### config.mk
export PLATFORM = sky130hd
export DESIGN_NAME = itr_ctrl_flat
export DESIGN_NICKNAME = d
export VERILOG_FILES = /design/src/rtl/itr_ctrl_pkg.sv /design/src/rtl/itr_ctrl_if.sv /design/src/rtl/itr_prio_enc.sv /design/src/rtl/itr_ctrl.sv /design/src/flat_wrapper.sv
export SDC_FILE = /design/constraint.sdc
export NUM_CORES = 1
export LEC_CHECK = 0
export CORE_ASPECT_RATIO = 0.9
export CORE_UTILIZATION = 54
export DETAILED_ROUTE_END_ITERATION = 6
export GPL_ROUTABILITY_DRIVEN = 0
export PLACE_DENSITY = 0.83
export SLEW_MARGIN = 20
export SYNTH_ARGS = -nofsm -noshare
export SYNTH_HDL_FRONTEND = slang
export SYNTH_HIERARCHICAL = 1
export SYNTH_SLANG_ARGS = --single-unit
### constraint.sdc
create_clock -name clk -period 6.64 [get_ports clk]
set_clock_uncertainty 0.1 [all_clocks]
set_input_delay 1.992 -clock clk [delete_from_list [all_inputs] [get_ports clk]]
set_output_delay 1.992 -clock clk [all_outputs]
set_load 0.05 [all_outputs]
### src/rtl/itr_ctrl_pkg.sv
// itr_ctrl_pkg: shared FSM encoding and vector address helper for the interrupt controller
package itr_ctrl_pkg;
  typedef enum logic [1:0] {IDLE = 2'd0, REQ = 2'd1, SERV = 2'd2} state_t;
  function automatic int unsigned vec_addr(input int unsigned ch, input int unsigned vbase, input int unsigned vstep);
    return vbase + ch * vstep;
  endfunction
endpackage

### src/rtl/itr_ctrl_if.sv
// itr_ctrl_if: request, mask, core handshake and status signals of the interrupt controller
interface itr_ctrl_if #(parameter int NCHAN = 4, parameter int MINSTW = 9, parameter int NESTD = 4);
  logic [NCHAN-1:0] irq;
  logic glb_en;
  logic mask_wr;
  logic [NCHAN-1:0] mask_in;
  logic ack;
  logic ret;
  logic itr;
  logic [MINSTW-1:0] itr_addr;
  logic [NCHAN-1:0] pend;
  logic [$clog2(NCHAN)-1:0] act_ch;
  logic [$clog2(NESTD+1)-1:0] depth;
  logic err;
  modport slave(input irq, glb_en, mask_wr, mask_in, ack, ret, output itr, itr_addr, pend, act_ch, depth, err);
  modport master(output irq, glb_en, mask_wr, mask_in, ack, ret, input itr, itr_addr, pend, act_ch, depth, err);
endinterface

### src/rtl/itr_prio_enc.sv
// itr_prio_enc: lowest-index-wins priority encoder
module itr_prio_enc #(parameter int N = 4, parameter int W = $clog2(N)) (
  input  logic [N-1:0] req,
  output logic         vld,
  output logic [W-1:0] idx
);
  // scan from the top so the lowest set index is the last one written
  always_comb begin
    vld = |req;
    idx = '0;
    for (int i = N - 1; i >= 0; i--) if (req[i]) idx = W'(i);
  end
endmodule

### src/rtl/itr_ctrl.sv
// itr_ctrl: vectored, prioritised, nesting interrupt controller
module itr_ctrl import itr_ctrl_pkg::*; #(
  parameter int NCHAN  = 4,
  parameter int MINSTW = 9,
  parameter int VBASE  = 1,
  parameter int VSTEP  = 2,
  parameter int NESTD  = 4
) (
  input logic clk,
  input logic rst,
  itr_ctrl_if.slave bus
);
  localparam int CHW = $clog2(NCHAN);
  localparam int DW  = $clog2(NESTD + 1);
  localparam int SW  = $clog2(NESTD);
  state_t state, state_nx;
  logic [NCHAN-1:0] irq_q, pend, mask, elig, clr;
  logic [CHW-1:0] req_ch, act_ch, sel;
  logic [CHW-1:0] stack [NESTD];
  logic [DW-1:0] depth;
  logic [MINSTW-1:0] itr_addr;
  logic itr, err, any, full, do_req, do_push, do_pop, do_wd, err_set;
  assign full = depth == DW'(NESTD);
  assign clr  = do_push ? (NCHAN'(1) << req_ch) : '0;
  // a channel may interrupt only when idle or when it outranks the channel in service
  always_comb begin
    elig = '0;
    for (int i = 0; i < NCHAN; i++)
      elig[i] = pend[i] & mask[i] & bus.glb_en & (depth == '0 || CHW'(i) < act_ch);
  end
  itr_prio_enc #(.N(NCHAN), .W(CHW)) u_enc (.req(elig), .vld(any), .idx(sel));
  // next state and one-cycle action strobes
  always_comb begin
    state_nx = state;
    do_req   = 1'b0;
    do_push  = 1'b0;
    do_pop   = 1'b0;
    do_wd    = 1'b0;
    case (state)
      IDLE: if (any && !full) begin
        do_req   = 1'b1;
        state_nx = REQ;
      end
      REQ: if (bus.ack) begin
        do_push  = 1'b1;
        state_nx = SERV;
      end else begin
        do_pop = bus.ret && depth != '0;
        if (!bus.glb_en || !mask[req_ch]) begin
          do_wd    = 1'b1;
          state_nx = (depth - DW'(do_pop)) == '0 ? IDLE : SERV;
        end
      end
      SERV: if (bus.ret) begin
        do_pop   = 1'b1;
        state_nx = depth == DW'(1) ? IDLE : SERV;
      end else if (any && !full) begin
        do_req   = 1'b1;
        state_nx = REQ;
      end
      default: state_nx = IDLE;
    endcase
    err_set = (bus.ack && state != REQ) || (bus.ret && depth == '0) || (bus.ack && bus.ret && state == REQ);
  end
  // state register
  always_ff @(posedge clk or negedge rst)
    if (!rst) state <= IDLE;
    else state <= state_nx;
  // edge detect, mask, request outputs and the active-channel stack
  always_ff @(posedge clk or negedge rst) begin
    if (!rst) begin
      irq_q    <= '0;
      pend     <= '0;
      mask     <= '0;
      itr      <= 1'b0;
      itr_addr <= '0;
      req_ch   <= '0;
      act_ch   <= '0;
      depth    <= '0;
      err      <= 1'b0;
      for (int i = 0; i < NESTD; i++) stack[i] <= '0;
    end else begin
      irq_q <= bus.irq;
      pend  <= (pend & ~clr) | (bus.irq & ~irq_q);
      if (bus.mask_wr) mask <= bus.mask_in;
      if (do_req) begin
        itr      <= 1'b1;
        itr_addr <= MINSTW'(vec_addr(32'(sel), VBASE, VSTEP));
        req_ch   <= sel;
      end
      if (do_push || do_wd) itr <= 1'b0;
      if (do_push) begin
        stack[SW'(depth)] <= req_ch;
        depth  <= depth + DW'(1);
        act_ch <= req_ch;
      end
      if (do_pop) begin
        depth  <= depth - DW'(1);
        act_ch <= depth > DW'(1) ? stack[SW'(depth - DW'(2))] : '0;
      end
      if (err_set) err <= 1'b1;
    end
  end
  assign bus.itr      = itr;
  assign bus.itr_addr = itr_addr;
  assign bus.pend     = pend;
  assign bus.act_ch   = act_ch;
  assign bus.depth    = depth;
  assign bus.err      = err;
endmodule
### src/flat_wrapper.sv
// flat-port wrapper written by rule: the top's interface ports become plain ports
module itr_ctrl_flat import itr_ctrl_pkg::*;
#(
  parameter int NCHAN  = 4,
  parameter int MINSTW = 9,
  parameter int VBASE  = 1,
  parameter int VSTEP  = 2,
  parameter int NESTD  = 4
)
  (clk, rst, bus_irq, bus_glb_en, bus_mask_wr, bus_mask_in, bus_ack, bus_ret, bus_itr, bus_itr_addr, bus_pend, bus_act_ch, bus_depth, bus_err);
  itr_ctrl_if #(.NCHAN(NCHAN), .MINSTW(MINSTW), .NESTD(NESTD)) bus_i ();
  input logic clk;
  input logic rst;
  input wire logic [$bits(bus_i.irq)-1:0] bus_irq;
  input wire logic [$bits(bus_i.glb_en)-1:0] bus_glb_en;
  input wire logic [$bits(bus_i.mask_wr)-1:0] bus_mask_wr;
  input wire logic [$bits(bus_i.mask_in)-1:0] bus_mask_in;
  input wire logic [$bits(bus_i.ack)-1:0] bus_ack;
  input wire logic [$bits(bus_i.ret)-1:0] bus_ret;
  output wire logic [$bits(bus_i.itr)-1:0] bus_itr;
  output wire logic [$bits(bus_i.itr_addr)-1:0] bus_itr_addr;
  output wire logic [$bits(bus_i.pend)-1:0] bus_pend;
  output wire logic [$bits(bus_i.act_ch)-1:0] bus_act_ch;
  output wire logic [$bits(bus_i.depth)-1:0] bus_depth;
  output wire logic [$bits(bus_i.err)-1:0] bus_err;
  assign bus_i.irq = bus_irq;
  assign bus_i.glb_en = bus_glb_en;
  assign bus_i.mask_wr = bus_mask_wr;
  assign bus_i.mask_in = bus_mask_in;
  assign bus_i.ack = bus_ack;
  assign bus_i.ret = bus_ret;
  assign bus_itr = bus_i.itr;
  assign bus_itr_addr = bus_i.itr_addr;
  assign bus_pend = bus_i.pend;
  assign bus_act_ch = bus_i.act_ch;
  assign bus_depth = bus_i.depth;
  assign bus_err = bus_i.err;
  itr_ctrl #(.NCHAN(NCHAN), .MINSTW(MINSTW), .VBASE(VBASE), .VSTEP(VSTEP), .NESTD(NESTD)) u_core (.clk(clk), .rst(rst), .bus(bus_i));
endmodule
## Yosys cells after proc, flatten, opt, wreduce, memory -nomap -nowiden

Cells that the tools add are included.

- Flip-flop bits (word level): 40

- $add $sub $neg: 5
- Bitwise logic cells: 19
- Eq/ne operators: 6
- Shift operators: 1
- Multiplexer cells: 38
- Magnitude comparators: 9
- Reduce and logical (&&, ||, !) cells: 25

Operators with widths:

| kind | count |
|---|---|
| two-way mux 2 bit | 16 |
| bitwise AND 1 bit | 12 |
| two-way mux 1 bit | 12 |
| bitwise AND 4 bit | 2 |
| bitwise mux 8 bit | 1 |
| logical OR 1 bit | 8 |
| inverter 4 bit | 2 |
| logical AND 1 bit | 7 |
| >= comparator 3 bit (second input constant) | 2 |
| zero test 3 bit | 2 |
| two-way mux 3 bit | 2 |
| inverter 2 -> 3 bit | 2 |
| case mux 2 bit (3 select lines) | 1 |
| adder 1 x 3 -> 4 bit (first input constant) | 1 |
| binary-select mux 2 bit (select 2 bit) | 1 |
| demux 2 bit (select 2 bit) | 1 |
| less-than comparator 1 x 2 -> 1 bit (first input constant) | 2 |
| less-than comparator 2 bit (first input constant) | 2 |
| two-way mux 4 bit | 1 |
| bitwise OR 4 bit | 1 |
| case mux 1 bit (2 select lines) | 2 |
| nonzero test 2 bit | 2 |
| OR reduction 4 bit | 1 |
| left shift 1 x 2 -> 4 bit (first input constant) | 1 |
| other kinds (17) | 19 |

## Logic depth before layout (Yosys ltp)

- Depth in word-level cells: 10
- Gate-level depth with buffers: 11
- Mapped depth without buffers: 11

## Cells and area by module

Netlist, hierarchy kept.

By module, submodules not included:

| module | area an instance (µm²) | instances | cells each |
|---|---|---|---|
| itr_ctrl | 1,630.3 | 1 | 149 |
| itr_prio_enc | 35.0 | 1 | 7 |

## Worst setup path before layout

No wires, ideal clock.

- Kind: input port to flip-flop
- From: input port bus_glb_en
- To: register u_core.req_ch[0]
- Setup time: 0.125 ns
- Cell stages on the path: 5
- Required time: 6.415 ns
- Data arrival time: 2.800 ns
- Path slack: 3.616 ns
- Cell sequence: and4_2 -> nor2_1 -> nand2_1 -> nand3_1 -> mux2_2

- Word-level cells in the longest chain between the ends: 7

RTL lines:

| element | line | source |
|---|---|---|
| start: declaration | flat_wrapper.sv:15 | `input wire logic [$bits(bus_i.glb_en)-1:0] bus_glb_en;` |
| bitwise AND 1 bit (2 in series) | itr_ctrl.sv:29 | `elig[i] = pend[i] & mask[i] & bus.glb_en & (depth == '0 \|\| CHW'(i) < act_ch);` |
| OR reduction 4 bit (*) | itr_prio_enc.sv:9 | `vld = \|req;` |
| named net u_core.any | itr_ctrl.sv:22 | `logic itr, err, any, full, do_req, do_push, do_pop, do_wd, err_set;` |
| logical AND 1 bit (*) | itr_ctrl.sv:40, itr_ctrl.sv:57 |  |
| two-way mux 1 bit (*) | itr_ctrl.sv:40, itr_ctrl.sv:57 |  |
| two-way mux 1 bit | itr_ctrl.sv:54 | `SERV: if (bus.ret) begin` |
| case mux 1 bit (2 select lines) (*) | itr_ctrl.sv:39 | `case (state)` |
| end signal: assignment | itr_ctrl.sv:89 | `req_ch <= sel;` |
| end: declaration | itr_ctrl.sv:18 | `logic [CHW-1:0] req_ch, act_ch, sel;` |

Mark *: on every way through the listed nets, which the timed path passes. The rest lies on a longest branch.
A chain may end at the register's enable or synchronous reset.

## Worst setup path after layout

- From: register u_core.depth[1], in the netlist u_core/bus.depth[1]
- To: output port bus_depth[1]

RTL lines:

| element | line | source |
|---|---|---|
| start: declaration | itr_ctrl.sv:20 | `logic [DW-1:0] depth;` |
| start signal: assignment | itr_ctrl.sv:94 | `depth <= depth + DW'(1);` |
| start signal: assignment | itr_ctrl.sv:98 | `depth <= depth - DW'(1);` |
| end: declaration | flat_wrapper.sv:24 | `output wire logic [$bits(bus_i.depth)-1:0] bus_depth;` |

No word-level cell between the ends.

==> flow_summary.ini <==
[timing]
fmax_mhz = 259
finalSetupTns_ns = 0
maxSlewHeadroom_pct = 66.3
rsz0062_at_grt = false
finalHoldViolCount = 0
final-max-slew-violation-count = 0
setup_violations = 0
worst_pin_slew_ns = 0.504
fin_crit_sh_pct = 58.3
fin_crit_ns = 3.87

[critical_path]
arrival_ns = 1.78
crit_required_ns = 4.55
worstSetupPathType = reg2out
path_cells = clkdlybuf4s50_1
crit_path_max_incr_delay_ns = 0.88
cp_slowest_cell = clkdlybuf4s50_1
start_kind = register
cp_max_fo = 9
cp.buffers_inverters = 1
critPathTopFamily = buffers and inverters
critPathCaptureType = output pin

[floorplanning]
initial_utilization_pct = 58.7
die_area_um2 = 3310
die_x_um = 60.5
io_pins = 34
core-area_um2 = 2840
row_count = 18
die_height_um = 54.7

[layout]
nNetsFinal = 210
drive_gt1_share_pct = 13.8
synthToLayoutAreaGrowth_pct = 21.6
num_antenna_cells = 0
fin_util_pct = 71.3
final.fill_count = 216
register_area_um2 = 801
multi_input_area_um2 = 763

[hold_path]
hp-class = reg2reg

[yosys]
synthCells = 156
syn_area_per_cell_um2 = 10.7
yosysTopAreaCell = dfrtp_1
synth_warnings = 6
synth_seq_cells = 32
synth.top_cell.area_share_pct = 48.1
seq_area_frac_synth_pct = 48.1
syn_area_um2 = 1670
yosysUniqueCellTypes = 36
synth_area_leaders = dfrtp_1 48%, ha_1 6.8%, mux2_2 6.8%

[route]
drc_errors = 0
ant_nets = 0
num_vias = 1254
vias_per_cell = 5.50
drt-initial-drc-count = 82
dr.pass1.iters = 4
drt_wl_total_um = 3340
wl_per_cell_um = 14.6

[placed_design]
io_buffers = 27
hpwl_um = 2500

[clock_tree]
htreeDepth = 2
hold_buffers = 0
cts_tree = built
clk_pin_slew_ns = 0.09
root_buffer = clkbuf_4
numCtsBuffers = 5
cts_buffer_depth = 2
cts.sinks = 32
cts_setup_buffers = 0
cts_resized = 0
clock_latency_ns = 0.33

[flow_run]
drv_cap = 0

[grt]
grt_max_degree = 33
grt_usage_pct = 23.9
grt_pass1_wl_um = 5450
antenna_found_initial = 0
grt_remaining_overflow = 0
grt_pass1_vias = 1212

[outcome]
status = completed

[power_and_ir_drop]
p_leak_nw = 0.901
p_per_area_nw_per_um2 = 408
peakVddDrop_v = 0.000184
==> cell usage in the layout, fill, tap and decap left out, drive strengths merged, types with 2 or more instances in the layout <==
master and count:
clkdlybuf4s50 27, mux4 3, nor2b 2, a21oi 3, dfrtp 32, nand2 14, nand2b 2, a211oi 2
o21bai 3, clkbuf 6, mux2i 2, o31ai 3, nand3 6, conb 6, mux2 10, nor3 3
o21ai 13, ha 9, inv 15, nor2 9, xnor2 3
==> power by group <==
part	internal (W)	switching [W]
Combinational	0.000153	0.000218
Sequential	0.000248	0.0000635
Clock	0.0000789	0.0000630
Total	0.000481	0.000345
==> synth_stat cells (all sizes together) <==
cell,count
buf,7
clkbuf,2
o31ai,3
o211ai,1
nand3,6
and4,1
xnor2,3
nand3b,1
nand2,14
dfrtp,32
and2b,1
mux4,3
mux2i,2
nor2b,2
and3,1
a21oi,3
o2111a,1
a31o,1
o21ai,13
a211oi,2
conb,1
o22a,1
nand2b,2
nor2,9
nor3,3
and2,1
a22oi,1
o21bai,3
ha,9
o41ai,1
a21boi,1
inv,15
mux2,10
==> worst paths after layout <==
path / startpoint / end / cells after the start / slack, ns
setup / recovery: u_core/bus.depth[1]$_DFFE_PN0P_ / bus_depth[1] / 1 / 2.77
hold / removal: u_core/irq_q[0]$_DFF_PN0_ / u_core/bus.pend[0]$_DFF_PN0_ / 1 / 0.32
setup reg to reg: u_core/bus.depth[0]$_DFFE_PN0P_ / u_core/bus.itr_addr[2]$_DFFE_PN0P_ / 9 / 4.18
hold reg to reg: u_core/irq_q[0]$_DFF_PN0_ / u_core/bus.pend[0]$_DFF_PN0_ / 1 / 0.32
max in group asynchronous: rst / u_core/bus.err$_DFFE_PN0P_ / 2 / 4.20
min in group asynchronous: rst / u_core/irq_q[1]$_DFF_PN0_ / 2 / 1.94
==> layout make-up <==
class	instances	area share, %
well taps	40	2.47
clock buffers	6	2.04
repair buffers	28	13.7
multi-input cells	105	37.7
clock inverters	2	1.73
inverters	15	2.78
flip-flops and latches	32	39.6
==> metal layers <==
layer  vias up  wire, µm  GRT usage (%)
li1        586         -              -
met1       614      1420           28.7
met2        48      1680           39.6
met3         6       191           8.51
met4         0        46           9.09
met5         -         0              0
==> kinds of logic (layout without fill, tap and decap cells) <==
group,Yosys count,after routing,share of synthesized area (%)
adders and majority gates,9,9,6.76
other,1,6,0.225
DFF,32,32,48.1
AOI/OAI and AO/OA,31,31,12.2
muxes,15,15,12.0
and+or+nand+nor,41,41,11.9
xor gates and xnor gates,3,3,1.58
buffers and inverters,24,51,7.21
==> state kept, by name, summed over array words and instances (netlist names) <==
| register | flops |
|---|---|
| u_core/mask | 4 |
| u_core/bus.itr_addr | 2 |
| u_core/stack | 8 |
| u_core/req_ch | 1 |
| u_core/bus.err | 1 |
| u_core/state | 2 |
| u_core/bus.itr | 1 |
| u_core/irq_q | 4 |
| u_core/bus.act_ch | 2 |
| u_core/bus.pend | 4 |
| u_core/bus.depth | 3 |
==> worst reg2reg max path, delay by kind of cell (launching register included) <==
family        cells  cell delay [ns]
simple gates      6             0.99
flops             1             0.51
mux               1             0.32
fa+ha+maj         1             0.25
buf+inv           1             0.19
==> stage by stage <==
step                      setup WS [ns]  instances  hold WS (ns)  area (µm²)  total power, W
after floorplan                    3.62        161         0.300        1680        0.000573
after global placement             2.98        220         0.302        1950        0.000668
after detailed placement           2.90        220         0.308        1950        0.000685
after CTS                          2.75        228         0.321        2020        0.000829
after global routing               2.66        228         0.337        2020        0.000880
final                              2.77        228         0.319        2020        0.000825
(Power assumes the default switching activity.)
